===== src/rtl/mux_scan_pkg.sv =====
// +------------------------------------------------------------------+
// | mux_scan_pkg : shared types, defaults and width helpers           |
// | Revision     : 1.0                                                |
// +------------------------------------------------------------------+
`default_nettype none

package mux_scan_pkg;

  localparam int DEF_WIDTH = 16;
  localparam int DEF_SEL_W = 4;

  typedef enum logic [1:0] {
    IDLE = 2'd0,
    SCAN = 2'd1,
    DONE = 2'd2
  } state_e;

  function automatic int clog2(input int value);
    int r;
    r = 0;
    for (int v = value - 1; v > 0; v = v >> 1) r++;
    return r;
  endfunction

  // A dwell of 1 still needs a 1-bit counter to keep the port legal.
  function automatic int cnt_width(input int dwell);
    return (clog2(dwell) < 1) ? 1 : clog2(dwell);
  endfunction

endpackage

`default_nettype wire


===== src/rtl/dwell_counter.sv =====
// +------------------------------------------------------------------+
// | dwell_counter : counts 0..DWELL-1, tick on terminal count         |
// | Revision      : 1.0                                               |
// +------------------------------------------------------------------+
`default_nettype none

module dwell_counter
  import mux_scan_pkg::*;
#(
  parameter int DWELL = 2
) (
  input  logic clk,
  input  logic rst,
  input  logic clr,
  input  logic en,
  output logic tick
);

  localparam int CW = cnt_width(DWELL);
  localparam logic [CW-1:0] LAST = CW'(DWELL - 1);

  logic [CW-1:0] cnt;

  assign tick = en && (cnt == LAST);

  always_ff @(posedge clk) begin
    if (rst || clr) begin
      cnt <= '0;
    end else if (en) begin
      if (cnt == LAST) cnt <= '0;
      else             cnt <= cnt + CW'(1);
    end
  end

endmodule

`default_nettype wire


===== src/rtl/mux_scan_ctrl.sv =====
// +------------------------------------------------------------------+
// | mux_scan_ctrl : drives a 16:1 mux through every select position   |
// |                 and reassembles the word seen on its output       |
// | Revision      : 1.0                                               |
// +------------------------------------------------------------------+
`default_nettype none

module mux_scan_ctrl
  import mux_scan_pkg::*;
#(
  parameter int WIDTH = DEF_WIDTH,
  parameter int SEL_W = DEF_SEL_W,
  parameter int DWELL = 2
) (
  input  logic             clk,
  input  logic             rst,
  input  logic             start,
  input  logic [WIDTH-1:0] din,
  output logic [WIDTH-1:0] mux_a,
  output logic [SEL_W-1:0] mux_s,
  input  logic             mux_f,
  output logic             busy,
  output logic             done,
  output logic [WIDTH-1:0] capture,
  output logic             match
);

  localparam logic [SEL_W-1:0] LAST_SEL = SEL_W'(WIDTH - 1);

  state_e           state;
  logic             tick;
  logic [WIDTH-1:0] cap_next;

  dwell_counter #(.DWELL(DWELL)) u_dwell (
    .clk  (clk),
    .rst  (rst),
    .clr  (state != SCAN),
    .en   (state == SCAN),
    .tick (tick)
  );

  // Capture with the current sample merged, so match can be judged on the
  // same edge that takes the final sample and is valid alongside done.
  always_comb begin
    cap_next        = capture;
    cap_next[mux_s] = mux_f;
  end

  always_ff @(posedge clk) begin
    if (rst) begin
      state   <= IDLE;
      mux_a   <= '0;
      mux_s   <= '0;
      capture <= '0;
      match   <= 1'b0;
      busy    <= 1'b0;
      done    <= 1'b0;
    end else begin
      case (state)
        IDLE: begin
          if (start) begin
            mux_a   <= din;
            capture <= '0;
            mux_s   <= '0;
            match   <= 1'b0;
            busy    <= 1'b1;
            state   <= SCAN;
          end
        end
        SCAN: begin
          if (tick) begin
            capture <= cap_next;
            if (mux_s == LAST_SEL) begin
              match <= (cap_next == mux_a);
              done  <= 1'b1;
              state <= DONE;
            end else begin
              mux_s <= mux_s + SEL_W'(1);
            end
          end
        end
        DONE: begin
          done  <= 1'b0;
          busy  <= 1'b0;
          mux_s <= '0;
          state <= IDLE;
        end
        default: state <= IDLE;
      endcase
    end
  end

endmodule

`default_nettype wire


===== config.mk =====
export PLATFORM = sky130hd
export DESIGN_NAME = mux_scan_ctrl
export DESIGN_NICKNAME = d
export VERILOG_FILES = /design/src/rtl/mux_scan_pkg.sv /design/src/rtl/dwell_counter.sv /design/src/rtl/mux_scan_ctrl.sv
export SDC_FILE = /design/constraint.sdc
export NUM_CORES = 1
export LEC_CHECK = 0
export CAP_MARGIN = 0
export CORE_MARGIN = 2
export CORE_UTILIZATION = 30
export DETAILED_ROUTE_END_ITERATION = 10
export PLACE_DENSITY = 0.56
export REMOVE_ABC_BUFFERS = 1
export SKIP_CTS_REPAIR_TIMING = 1
export SYNTH_ARGS = -nofsm -noshare
export SYNTH_HDL_FRONTEND = slang
export SYNTH_SLANG_ARGS = --single-unit

===== constraint.sdc =====
create_clock -name clk -period 5.9 [get_ports clk]
set_input_delay 1.475 -clock clk [delete_from_list [all_inputs] [get_ports clk]]
set_output_delay 1.475 -clock clk [all_outputs]
set_load 0.03 [all_outputs]

== Word level (Yosys, flattened, before mapping) ==
Cells that the tools add are included.
Operators by class
  add/subtract/negate cells: 2
  multiply operators: 0
  div/mod/pow operators: 0
  $lt $le $gt $ge: 2
  equal/unequal tests: 9
  shift-type cells: 0
  multiplexer cells: 24
  bitwise operators: 0
  reductions and logical operators: 15
Operators by type and width (count)
  $mux W16: 2
  $pmux W16 S2: 1
  $bwmux W16: 1
  $eq A16 B16 Y1: 1
  $mux W4: 3
  $pmux W4 S3: 1
  $reduce_and A3 Y1: 3
  $mux W1: 8
  $ne A2 B2 Y1 const B: 4
  $reduce_and A4 Y1: 2
  $mux W2: 3
  $pmux W1 S2: 3
  $reduce_bool A2 Y1: 3
  $lt A4 B5 Y1 const B: 1
  $add A4 B1 Y4 const B: 1
  $demux W1 S4: 1
  $eq A4 B4 Y1 const B: 1
  $ge A4 B1 Y1 const B: 1
  $pmux W2 S2: 1
  $reduce_and A2 Y1: 2
  $reduce_bool A3 Y1: 1
  $eq A2 B1 Y1 const B: 1
  $eq A2 B2 Y1 const B: 1
  $logic_and A1 B1 Y1: 2
  other kinds (4): 4
Word-level totals
  register bits after elaboration: 42
  latch bits: 0
  bits in writable memories: 0
  ROM bits: 0
  input bits: 20
  output and inout port bits: 39
  logic and storage cells: 60
  memories kept: 0

== Depth between registers and ports, before layout ==
Gate-level depths: netlist of the first run.
  depth in word-level cells: 9
  mapped depth: 8
  depth with buffers taken out: 8

== By module ==
A second synthesis of the first run with hierarchy kept.
Second synthesis, totals
  cell total of the unflattened synthesis: 298
  area total of the unflattened synthesis: 2411.1 um2
Modules (own cells, without submodules)
  mux_scan_ctrl: times used 1, cells each 294, area an instance 2364.8 um2, sequential area each 820.8 um2
  dwell_counter: times used 1, cells each 4, area an instance 46.3 um2, sequential area each 20.0 um2

== Worst setup path after synthesis of the first run ==
No wires, ideal clock.
  kind: input-to-reg
  start point: in mux_f
  end point: reg match
  library setup time: 0.069 ns
  data arrival time: 2.873 ns
  data required time: 5.831 ns
  path slack: 2.958 ns
  cell stages on the path: 6
  path buffers: 1
  cells stage by stage: clkbuf_1 -> mux2i_1 -> xnor2_1 -> a2111o_1 -> or4_1 -> o21ai_1
Between the ends
  longest elaborated chain between the ends: 5
RTL lines
  start, declared: RTL line mux_scan_ctrl.sv:21  | input logic mux_f,
  $bwmux W16: RTL line mux_scan_ctrl.sv:46  | cap_next[mux_s] = mux_f;
  $eq A16 B16 Y1: RTL line mux_scan_ctrl.sv:74  | match <= (cap_next == mux_a);
  $mux W1: RTL line mux_scan_ctrl.sv:73  | if (mux_s == LAST_SEL) begin
  $mux W1: RTL line mux_scan_ctrl.sv:71  | if (tick) begin
  $pmux W1 S2: RTL line mux_scan_ctrl.sv:59  | case (state)
  end signal, assigned: RTL line mux_scan_ctrl.sv:74
  end, declared: RTL line mux_scan_ctrl.sv:25  | output logic match
No other way between the ends. The select of a mux whose other input is x is not followed.
A chain may end at the register's enable or synchronous reset.

== Worst setup path after layout of the first run ==
Ends and elaborated chain as after synthesis.

==> flow_summary.json, run 1 <==
{
  "criticalPathCategory": "in2reg",
  "tns_ns": 0,
  "maxCapViolCount": 0,
  "pwr-share-seq_pct": 51.8,
  "start_util_pct": 30.7,
  "grt_use_total_pct": 15.4,
  "postSynthAreaPerCell_um2": 8.03,
  "area_growth_pct": 33.3,
  "grt_overflow_total": 0,
  "gp_congestion": 0.827,
  "holdPathStages": 1,
  "r2r_start": "mux_s[0]",
  "hp-start": "done",
  "clock.fmax_ghz": 0.283,
  "p_sw_mw": 0.158,
  "rrSetupSlack_ns": 3.32,
  "grt_max_degree": 41,
  "endpoint_kind": "register",
  "p_comb_share_pct": 16.2,
  "r2r_cells": 7,
  "wl_met2_um": 2830,
  "fin_nets": 352,
  "cts_tree": "done",
  "htree_levels": 2,
  "grt_pass1_vias": 1953,
  "top_layer": "met4",
  "layout-drive-gt1-share_pct": 3.38,
  "wl_per_cell_um": 14.5,
  "min_period_over_period_pct": 59.9,
  "hold_violations": 0,
  "place_ws_ns": 2.06,
  "ant_nets": 0,
  "antenna_cells": 0,
  "wl_met3_um": 224,
  "die_h_um": 89.9,
  "power_frac_clock_pct": 32.0,
  "cts_made_buffers": 5,
  "worstSkewPairLatency_ns": 0.30,
  "hold_path_end": "done",
  "swShare_pct": 27.2,
  "rr_endpoint": "match",
  "syn-instance-count": 276,
  "num_rows": 31,
  "die_area_um2": 8090,
  "port_buffers": 58,
  "worstMarginPinSlew_ns": 0.749,
  "firstDrtPassIters": 5,
  "via_count": 2095,
  "dieWidth_um": 89.9,
  "seqCellArea_um2": 841,
  "grt_pass1_wl_um": 10100,
  "antenna_found_initial": 0,
  "cp_data_required_time_ns": 6.14,
  "outcome": "complete, no violations",
  "drt-vias-per-instance": 4.94,
  "p_leak_nw": 1.04,
  "finalSetupViolations": 0,
  "setup_ws_ns": 2.36,
  "boundaryPins": 59,
  "peakVddDrop_v": 0.0000774,
  "clk_path_buf_depth": 2,
  "synth_top_area_share_pct": 37.9,
  "slew_viol_final": 0,
  "clk_pin_slew_ns": 0.08,
  "drt-met1-wl_um": 3010,
  "root_buffer": "clkbuf_8",
  "syn-cell-area_um2": 2220,
  "drc": 0,
  "synth_seq_cells": 42,
  "path_max_fanout": 20,
  "synth_top_area_cell": "dfxtp_1",
  "n_fill_cell": 769,
  "hold_path.class": "reg2reg",
  "synthDistinctLibCells": 39,
  "finClkSkew_ns": 0.0117,
  "critPathLaunchType": "input pin",
  "period_needed_ns": 3.54,
  "ys_seq_area_share_pct": 37.9,
  "power.density_nw_per_um2": 197,
  "drt_iter0_drc": 113,
  "max-slew-margin-rel_pct": 49.9,
  "cts_num_sinks": 42,
  "routed_wirelength_um": 6150,
  "intPower_mw": 0.424,
  "dp_hpwl_um": 4340,
  "final_util_pct": 40.9,
  "power_mw": 0.583,
  "core-area_um2": 7210,
  "rsz0062_at_grt": "false",
  "ys_warn_count": 0,
  "synth_area_leaders": "dfxtp_1, nand2_1, a22oi_1",
  "multi_input_comb_area_um2": 1270,
  "cp-startpoint": "mux_f",
  "cp_data_arrival_time_ns": 3.78
}
==> cells by family (layout without fill, tap and decap cells) <==
group           after synthesis  in the layout  share of synthesized area (%)
simple gates                108            108                           23.9
compound gates               73             73                           21.1
flops                        42             42                           37.9
buf+inv                      26             75                           4.57
mux                          12             12                           5.48
xor+xnor                      9              9                           3.56
fa+ha+maj                     6              6                           3.39
==> sequential cells by signal, indices dropped and copies added, names as in the netlist <==
| signal | flops |
|---|---|
| mux_a | 16 |
| u_dwell.cnt | 1 |
| capture | 16 |
| state | 2 |
| match | 1 |
| busy | 1 |
| mux_s | 4 |
| done | 1 |
==> cell usage in the layout (no fill, tap or decap), types with 2 or more instances in the layout <==
master | netlist | layout
nand2b_1 | 3 | 3
a21oi_1 | 21 | 21
dfxtp_1 | 42 | 42
nor3_1 | 4 | 4
a22o_1 | 2 | 2
o21a_1 | 2 | 2
o21ai_0 | 17 | 17
and3_1 | 4 | 4
nand3_1 | 4 | 4
and3b_1 | 5 | 5
o32a_1 | 2 | 2
buf_4 | 0 | 3
nor2b_1 | 5 | 5
o22ai_1 | 3 | 3
ha_1 | 6 | 6
inv_1 | 8 | 8
nor3b_1 | 8 | 8
xnor2_1 | 6 | 6
nand4_1 | 4 | 4
clkdlybuf4s50_1 | 0 | 58
a22oi_1 | 18 | 18
clkbuf_8 | 0 | 6
and2_1 | 3 | 3
xor2_1 | 3 | 3
nand2_1 | 40 | 40
mux2i_1 | 11 | 11
nor2_1 | 25 | 25
==> critical path, stage by stage <==
cell and delay, ns:
clkdlybuf4s50_1 0.96, mux2i_1 0.19, xnor2_1 0.18, a2111o_1 0.34, or4_1 0.51, o21ai_1 0.12
==> synth_stat cells (all sizes together) <==
library cell and n:
a2111o 1, a21oi 21, a222oi 1, a22o 2, a22oi 18, a2bb2oi 1, a311oi 1, a32o 1
and2 3, and3 4, and3b 5, buf 4, clkbuf 14, dfxtp 42, ha 6, inv 8
mux2 1, mux2i 11, nand2 40, nand2b 3, nand3 4, nand3b 1, nand4 4, nor2 25
nor2b 5, nor3 4, nor3b 8, o2111ai 1, o21a 2, o21ai 18, o22ai 3, o32a 2
o32ai 1, or3b 1, or4 1, xnor2 6, xor2 3
==> worst max path at each step <==
stage / to / slack (ns) / cells after the start
finish: match / 2.36 / 6
global route: match / 2.23 / 6
CTS: match / 2.38 / 6
detailed placement: match / 2.06 / 6
global placement: match / 2.09 / 6
floorplan: capture[15] / 3.17 / 5
==> stage by stage <==
stage / hold WS, ns / cell area [µm²] / cells
global placement: 0.451 / 2870 / 418
finish: 0.474 / 2950 / 424
global route: 0.488 / 2950 / 424
floorplan: 0.456 / 2140 / 258
CTS: 0.477 / 2950 / 424
detailed placement: 0.457 / 2870 / 418
==> power by group through the flow <==
stage          Clock (mW)  Combinational, mW  Sequential [mW]
5_1_grt             0.203              0.104            0.303
3_5_place_dp            0             0.0948            0.309
2_1_floorplan           0             0.0360            0.320
3_3_place_gp            0             0.0941            0.309
6_report            0.186             0.0945            0.302
4_1_cts             0.193             0.0951            0.302
==> metal layers <==
metal | vias up | global-route usage, %
li1 | 1077 | -
met1 | 964 | 20.8
met5 | - | 0
met3 | 5 | 3.19
met2 | 49 | 24.5
met4 | 0 | 5.38
==> layout make-up <==
cell class	count	area share [%]
Multi-Input combinational cell	208	43.1
Inverter	8	1.02
Timing Repair Buffer	61	20.4
Clock buffer	6	2.80
Sequential cell	42	28.5
Tap cell	99	4.19
Note: power is estimated with default switching activity, not from simulation.
==> run 2, diff against run 1 <==
--- a/config.mk
+++ b/config.mk
@@ -9,7 +9,7 @@
 export CORE_MARGIN = 2
 export CORE_UTILIZATION = 30
 export DETAILED_ROUTE_END_ITERATION = 10
-export PLACE_DENSITY = 0.56
+export PLACE_DENSITY = 0.58
 export REMOVE_ABC_BUFFERS = 1
 export SKIP_CTS_REPAIR_TIMING = 1
 export SYNTH_ARGS = -nofsm -noshare
==> constraint.sdc (replaced) <==
create_clock -name clk -period 3.1 [get_ports clk]
set_input_delay 0.775 -clock clk [delete_from_list [all_inputs] [get_ports clk]]
set_output_delay 0.775 -clock clk [all_outputs]
set_load 0.03 [all_outputs]
==> run 2 against run 1 <==
Cell area up 1.5%. Critical endpoint is now mux_s[2]. Highest routed layer unchanged. First-iteration DRC count up 52%. Global-route usage up 0.12 points.
==> flow_summary.json, run 2 (synthesis results as in run 1) <==
{
  "finClkSkew_ns": 0.00698,
  "area_growth_pct": 35.3,
  "setup_ws_ns": 0.464,
  "ant_nets": 0,
  "start_util_pct": 30.7,
  "rsz0062_at_grt": "false",
  "timing.critical_path.slowest_cell_delay_ns": 0.80,
  "root_buffer": "clkbuf_8",
  "fin_nets": 354,
  "firstDrtPassIters": 6,
  "worstSkewPairLatency_ns": 0.29,
  "cp_data_arrival_time_ns": 1.86,
  "place_ws_ns": 0.404,
  "placed_area_um2": 2890,
  "core-area_um2": 7210,
  "criticalPathCategory": "reg2out",
  "critPathLaunchType": "register",
  "clk_pin_slew_ns": 0.08,
  "peakVddDrop_v": 0.000174,
  "crit_buf_inv": 1,
  "final_common_cell": "clkdlybuf4s50_1",
  "holdPathStages": 1,
  "layout_common_cells": "clkdlybuf4s50_1, dfxtp_1, nand2_1",
  "final_util_pct": 41.6,
  "boundaryPins": 59,
  "endpoint_kind": "output port",
  "outcome": "complete, no violations",
  "cts_tree": "done",
  "n_fill_cell": 757,
  "maxCapViolCount": 0,
  "p_leak_nw": 1.06,
  "die_h_um": 89.9,
  "die_area_um2": 8090,
  "hold_violations": 0,
  "routed_wirelength_um": 6260,
  "max-slew-margin-rel_pct": 54.0,
  "path_depth": 1,
  "hold_path.class": "reg2reg",
  "via_count": 2100,
  "finalSetupViolations": 0,
  "period_needed_ns": 2.64,
  "layout-drive-gt1-share_pct": 4.27,
  "cpLargestDelayFamily": "buffers and inverters",
  "cts_num_sinks": 42,
  "drc": 0,
  "worstMarginPinSlew_ns": 0.689,
  "grt_overflow_total": 0,
  "clk_path_buf_depth": 2,
  "num_rows": 31,
  "path_max_fanout": 20,
  "path_cells": "clkdlybuf4s50_1",
  "dp_hpwl_um": 4500,
  "antenna_found_initial": 0,
  "cp_data_required_time_ns": 2.32,
  "critPathSlowestCell": "clkdlybuf4s50_1",
  "drt-vias-per-instance": 4.92,
  "port_buffers": 58,
  "antenna_cells": 0,
  "grt_use_total_pct": 15.5,
  "r2r_cells": 8,
  "min_period_over_period_pct": 85.0,
  "wl_per_cell_um": 14.6,
  "tns_ns": 0,
  "htree_levels": 2,
  "clock.fmax_ghz": 0.379,
  "power_mw": 1.20,
  "slew_viol_final": 0,
  "grt_pass1_wl_um": 10200,
  "cts_made_buffers": 5,
  "grt_max_degree": 40,
  "grt_pass1_vias": 2023,
  "dieWidth_um": 89.9,
  "gp_congestion": 0.897,
  "power.density_nw_per_um2": 399,
  "drt_iter0_drc": 172,
  "reg.largest.list": "capture (16), mux_a (16), mux_s (4)",
  "stdcell_area_um2": 3000
}
==> run 2: final cells by class <==
class | instances | area (µm²) | area share, %
Tap cell | 99 | 124 | 4.13
Clock inverter | 1 | 30.0 | 1.00
Timing Repair Buffer | 63 | 618 | 20.6
Sequential cell | 42 | 841 | 28.0
Clock buffer | 6 | 82.6 | 2.75
Multi-Input combinational cell | 208 | 1270 | 42.5
Inverter | 8 | 30.0 | 1.00
==> run 2: path summary, 6_finish.rpt <==
check / start / end / slack, ns
max: mux_s[2] / mux_s[2] / 0.46
min: done / done / 0.47
max reg2reg: mux_s[1] / match / 0.53
min reg2reg: done / done / 0.47
==> run 2: power by group <==
| part | internal [mW] | switching, mW | total, mW |
|---|---|---|---|
| Clock | 0.258 | 0.182 | 0.440 |
| Combinational | 0.0823 | 0.101 | 0.183 |
| Sequential | 0.555 | 0.0194 | 0.574 |
| Total | 0.895 | 0.302 | 1.20 |
==> run 2: metal layers <==
metal / GRT usage, % / wire, µm / up-vias
met5: 0 / 0 / -
met4: 4.10 / 81 / 0
met3: 4.11 / 301 / 7
met2: 25.2 / 2940 / 58
met1: 20.6 / 2930 / 958
li1: - / - / 1077
==> run 2: stage by stage <==
| step | hold WS (ns) | cells |
|---|---|---|
| finish | 0.474 | 427 |
| global route | 0.508 | 427 |
| CTS | 0.479 | 427 |
| detailed placement | 0.460 | 420 |
| global placement | 0.454 | 420 |
| floorplan | 0.456 | 258 |
==> run 2: worst reg2reg max path, cell delays in order, from the launching register on <==
cell       delay, ns
dfxtp_1         0.40
inv_1           0.13
ha_1            0.26
nor3b_1         0.52
nor3b_1         0.12
a311oi_1        0.27
o2111ai_1       0.17
or4_1           0.52
o21ai_1         0.12
==> run 3, diff against run 2 <==
--- a/config.mk
+++ b/config.mk
@@ -6,7 +6,7 @@
 export NUM_CORES = 1
 export LEC_CHECK = 0
 export CAP_MARGIN = 0
-export CORE_MARGIN = 2
+export CORE_MARGIN = 8
 export CORE_UTILIZATION = 30
 export DETAILED_ROUTE_END_ITERATION = 10
 export PLACE_DENSITY = 0.58
==> run 3 against run 2 <==
Cell area fell by 0.71%. Flip-flop and latch count did not move. Routed wire length rose by 7.0%. Cell count rose by 0.23%. Register-to-register slack improved by 0.02 ns. Power fell by 6.4%. Non-clock buffer count did not move. Global-route usage fell by 2.2 points. Critical endpoint unchanged. Largest power group unchanged.
==> flow_summary.json, run 3 (synthesis results as in run 1) <==
{
  "antenna_found_initial": 0,
  "dp_hpwl_um": 4870,
  "cts_tree": "done",
  "critPathSlowestCell": "clkdlybuf4s50_1",
  "maxCapViolCount": 0,
  "n_fill_cell": 769,
  "reg.largest.list": "capture (16), mux_a (16), mux_s (4)",
  "critPathLaunchType": "register",
  "multi_input_comb_area_um2": 1270,
  "grt_max_degree": 40,
  "dieWidth_um": 102,
  "min_period_over_period_pct": 85.0,
  "stdcell_area_um2": 2980,
  "worstMarginPinSlew_ns": 0.691,
  "final_common_cell": "clkdlybuf4s50_1",
  "num_rows": 31,
  "timing.critical_path.slowest_cell_delay_ns": 0.80,
  "crit_end": "mux_s[2]",
  "die_area_um2": 10400,
  "max-slew-margin-rel_pct": 53.9,
  "endpoint_kind": "output port",
  "worstSkewPairLatency_ns": 0.29,
  "drt_iter0_drc": 131,
  "holdWs_ns": 0.472,
  "clock.fmax_ghz": 0.379,
  "finalSetupViolations": 0,
  "antenna_cells": 0,
  "final_cells": 428,
  "ant_nets": 0,
  "boundaryPins": 59,
  "via_count": 2116,
  "cts_made_buffers": 5,
  "grt_pass1_wl_um": 11000,
  "p_leak_nw": 1.05,
  "grt_overflow_total": 0,
  "power.density_nw_per_um2": 376,
  "core-area_um2": 7210,
  "slew_viol_final": 0,
  "port_buffers": 58,
  "cp-startpoint": "mux_s[2]",
  "placed_area_um2": 2890,
  "layout-drive-gt1-share_pct": 4.26,
  "r2r_cells": 8,
  "hold_path.class": "reg2reg",
  "crit_buf_inv": 1,
  "path_max_fanout": 20,
  "drt-vias-per-instance": 4.94,
  "path_depth": 1,
  "firstDrtPassIters": 4,
  "cpLargestDelayFamily": "buffers and inverters",
  "cp_data_required_time_ns": 2.32,
  "htree_levels": 2,
  "start_util_pct": 30.7,
  "layout_common_cells": "clkdlybuf4s50_1, dfxtp_1, nand2_1",
  "outcome": "complete, no violations",
  "root_buffer": "clkbuf_8",
  "grt_pass1_vias": 2133,
  "numPlacedInstances": 420,
  "rr_endpoint": "match",
  "grt_use_total_pct": 13.3,
  "finClkSkew_ns": 0.00748,
  "cts_num_sinks": 42,
  "criticalPathCategory": "reg2out",
  "wl_per_cell_um": 15.6,
  "routed_wirelength_um": 6690,
  "fin_nets": 354,
  "cp_data_arrival_time_ns": 1.86,
  "clk_path_buf_depth": 2,
  "rrSetupSlack_ns": 0.55,
  "period_needed_ns": 2.64,
  "rsz0062_at_grt": "false",
  "clk_pin_slew_ns": 0.08,
  "tns_ns": 0,
  "gp_congestion": 0.889,
  "area_growth_pct": 34.4,
  "path_cells": "clkdlybuf4s50_1",
  "drc": 0,
  "r2r_start": "mux_s[0]",
  "peakVddDrop_v": 0.000144,
  "seqCellArea_um2": 841,
  "die_h_um": 102,
  "hold_violations": 0
}
## run 3: cell types whose count changed in the layout (fill, tap and decap cells not counted), sizes merged
cell | before | now
clkinv | 0 | 1
bufinv | 1 | 0
clkbuf | 6 | 7
## run 3: worst min path at each step
stage	to	slack, ns	cells after the start	start
global placement	done	0.46	1	done
finish	mux_a[3]	0.47	2	mux_a[3]
floorplan	u_dwell.cnt	0.46	1	u_dwell.cnt
detailed placement	done	0.46	1	done
global route	mux_a[3]	0.49	2	mux_a[3]
CTS	mux_a[3]	0.48	2	mux_a[3]
## run 3: final cells by class
class,instances,area share [%]
Clock buffer,7,2.90
Clock inverter,1,0.168
Inverter,8,1.01
Multi-Input combinational cell,208,42.8
Sequential cell,42,28.2
Tap cell,99,4.16
Timing Repair Buffer,63,20.8
## run 3: power breakdown
| part | internal (mW) | total [mW] | switching, mW | leakage [nW] |
|---|---|---|---|---|
| combinational | 0.0824 | 0.183 | 0.101 | 0.664 |
| clock | 0.180 | 0.363 | 0.183 | 0.0482 |
| sequential | 0.555 | 0.575 | 0.0199 | 0.342 |
## run 3: per-stage QoR
step           worst slack (ns)  util, %  power, mW
2_1_floorplan             0.597        -      0.677
3_3_place_gp              0.499     40.0      0.771
3_5_place_dp              0.464     40.0      0.772
4_1_cts                   0.472     41.3       1.14
5_1_grt                   0.391     41.3       1.18
6_report                  0.464     41.3       1.12
## run 3: routing by layer
layer | GRT usage [%] | up-vias | part of all wire, %
met3 | 4.22 | 9 | 6.0
met2 | 20.9 | 46 | 45
met5 | 0 | - | 0
met1 | 16.9 | 983 | 46
met4 | 4.18 | 0 | 2.2
li1 | - | 1078 | -
==> patch (flow settings as in run 2) <==
Put one more register stage on the output `mux_s`, cleared by the reset. The value now appears one clock later. The other outputs are not delayed to match.
--- a/src/rtl/mux_scan_ctrl.sv
+++ b/src/rtl/mux_scan_ctrl.sv
@@ -29,2 +29,4 @@
 
+  logic [SEL_W-1:0] mux_s_s0;
+
   state_e           state;
@@ -45,3 +47,3 @@
     cap_next        = capture;
-    cap_next[mux_s] = mux_f;
+    cap_next[mux_s_s0] = mux_f;
   end
@@ -52,3 +54,3 @@
       mux_a   <= '0;
-      mux_s   <= '0;
+      mux_s_s0 <= '0;
       capture <= '0;
@@ -63,3 +65,3 @@
             capture <= '0;
-            mux_s   <= '0;
+            mux_s_s0 <= '0;
             match   <= 1'b0;
@@ -72,3 +74,3 @@
             capture <= cap_next;
-            if (mux_s == LAST_SEL) begin
+            if (mux_s_s0 == LAST_SEL) begin
               match <= (cap_next == mux_a);
@@ -77,3 +79,3 @@
             end else begin
-              mux_s <= mux_s + SEL_W'(1);
+              mux_s_s0 <= mux_s_s0 + SEL_W'(1);
             end
@@ -84,3 +86,3 @@
           busy  <= 1'b0;
-          mux_s <= '0;
+          mux_s_s0 <= '0;
           state <= IDLE;
@@ -92,2 +94,10 @@
 
+  always_ff @(posedge clk) begin
+    if (rst) begin
+      mux_s <= '0;
+    end else begin
+      mux_s <= mux_s_s0;
+    end
+  end
+
 endmodule
Check against the original RTL: not equivalent (Yosys sat finds a counterexample within 4 cycles, from zero or initial values and one cycle with rst high).
==> patch against run 2 <==
Routed wire length grew 9.2%. Total power shrank 0.69%. Final area grew 8.7%. Clock power shrank 13%. Via count grew 9.8%. Clock skew is essentially flat. Final cell count grew 7.7%. Fmax shrank 2.9%. Worst setup slack lost 0.079 ns. Sequential power grew 9.1%. Count of clock-buffer cells in the layout grew 1. Critical path depth grew 6. Sequential cell count grew 4. Area after synthesis grew 11%. Critical path type is now reg -> reg. Largest cell class unchanged.
==> patch: results (changes against run 2) <==
SYNTH_COMPOUND_AREA_SHARE_PCT=20.4  # was 21.1%
SEQ_POWER_SHARE_PCT=52.6  # was 48.0%
PLACEDCELLCOUNT=452  # was 420
SYNTHADDERAREAFRAC_PCT=2.54  # was 3.39%
FINALCLOCKSKEW_NS=0.00652  # was 0.00698 ns
CP_TOP_DELAY_FAMILY='simple AND/OR/NAND/NOR gates'  # was buffers and inverters
LAYOUT.CELLS.NON_FILLER=460  # was 427
GRT_FIRST_PASS_WIRELENGTH_MM=10.9  # was 10.2 mm
PWR.GROUP.SEQUENTIAL_mW=0.626  # was 0.574 mW
PLACED_CELL_AREA_SQ_UM=3170  # was 2890 sq um
YS_TYPES=53  # was 39
SYNTH_TOP_CELLS_BY_AREA='sky130_fd_sc_hd__dfxtp_1 37%, sky130_fd_sc_hd__nand2_1 6.4%, sky130_fd_sc_hd__mux2i_1 4.9%, sky130_fd_sc_hd__a21oi_1 4.7%, sky130_fd_sc_hd__a22oi_1 4.0%'  # was sky130_fd_sc_hd__dfxtp_1 38%, sky130_fd_sc_hd__nand2_1 6.8%, sky130_fd_sc_hd__a22oi_1 6.1%, sky130_fd_sc_hd__mux2i_1 5.0%, sky130_fd_sc_hd__a21oi_1 4.7%
SYNTH.AREA.MUX_SHARE_PCT=4.88  # was 5.48%
ROUTE.DETAILED.WL_PER_INST_MICRONS=14.8  # was 14.6 microns
DETAILEDPLACE.WORSTSLACK_NS=0.196  # was 0.404 ns
CRIT_SLOWEST_CELL='sky130_fd_sc_hd__or4_1'  # was sky130_fd_sc_hd__clkdlybuf4s50_1
DRIVE_ABOVE_1_SHARE_PCT=6.76  # was 4.27%
VIAS_IN_THE_FIRST_GLOBAL_ROUTE=2168  # was 2023
OUTCOME='finished, final reports clean'  # unchanged
DIE_WIDTH_MICRONS=94.6  # was 89.9 microns
CLOCK_POWER_mW=0.382  # was 0.440 mW
VDD_IR_DROP_MAX_V=0.000153  # was 0.000174 V
CRIT_FANOUT=7  # was 20
LAYOUT_TOP_REGISTERS='capture (16), mux_a (16)'  # was capture (16), mux_a (16), mux_s (4)
YOSYS.AREA_SHARE.XOR_XNOR_PCT=2.13  # was 3.56%
MAX_SLEW.WORST_PIN.SLEW_NS=0.623  # was 0.689 ns
CRIT_PATH_MAX_INCR_DELAY_NS=0.54  # was 0.80 ns
LEAKAGE_POWER_SUMMED_OVER_ALL_CELLS_nW=1.13  # was 1.06 nW
## patch: changes by cell type after synthesis, moves of 4 or more
cell	delta
sky130_fd_sc_hd__nor3b_1	-6
sky130_fd_sc_hd__a22oi_1	-5
sky130_fd_sc_hd__or3_1	+5
sky130_fd_sc_hd__nor2_1	-4
sky130_fd_sc_hd__dfxtp_1	+4
sky130_fd_sc_hd__o21ai_1	+8
sky130_fd_sc_hd__o21ai_0	-7
## patch: layer usage
metal | part of all wire [%] | vias to the layer above
met2 | 47 | 51
met5 | 0 | -
li1 | - | 1183
met3 | 3.3 | 7
met1 | 49 | 1065
met4 | 1.2 | 0
## patch: cells by family after synthesis
group           Yosys count
simple gates            121
compound gates           77
flops                    46
buf+inv                  33
mux                      12
xor+xnor                  6
fa+ha+maj                 5
## patch: final timing paths
| kind | startpoint | to | slack (ns) | cells past startpoint |
|---|---|---|---|---|
| max reg2reg | mux_s_s0[0]$_SDFFE_PP0P_ | match$_SDFFE_PP0P_ | 0.38 | 7 |
| min reg2reg | capture[15]$_SDFFE_PP0P_ | capture[15]$_SDFFE_PP0P_ | 0.47 | 2 |
| min | capture[15]$_SDFFE_PP0P_ | capture[15]$_SDFFE_PP0P_ | 0.47 | 2 |
| max | mux_s_s0[0]$_SDFFE_PP0P_ | match$_SDFFE_PP0P_ | 0.38 | 7 |
## patch: area by class of cell
| cell class | count | area [sq um] | area share, % |
|---|---|---|---|
| multi-input combinational | 221 | 1400 | 42.8 |
| sequential | 46 | 921 | 28.2 |
| timing repair buffer | 70 | 683 | 21.0 |
| tap | 105 | 131 | 4.03 |
| clock buffer | 7 | 86.3 | 2.65 |
| inverter | 10 | 37.5 | 1.15 |
| clock inverter | 1 | 5.00 | 0.153 |
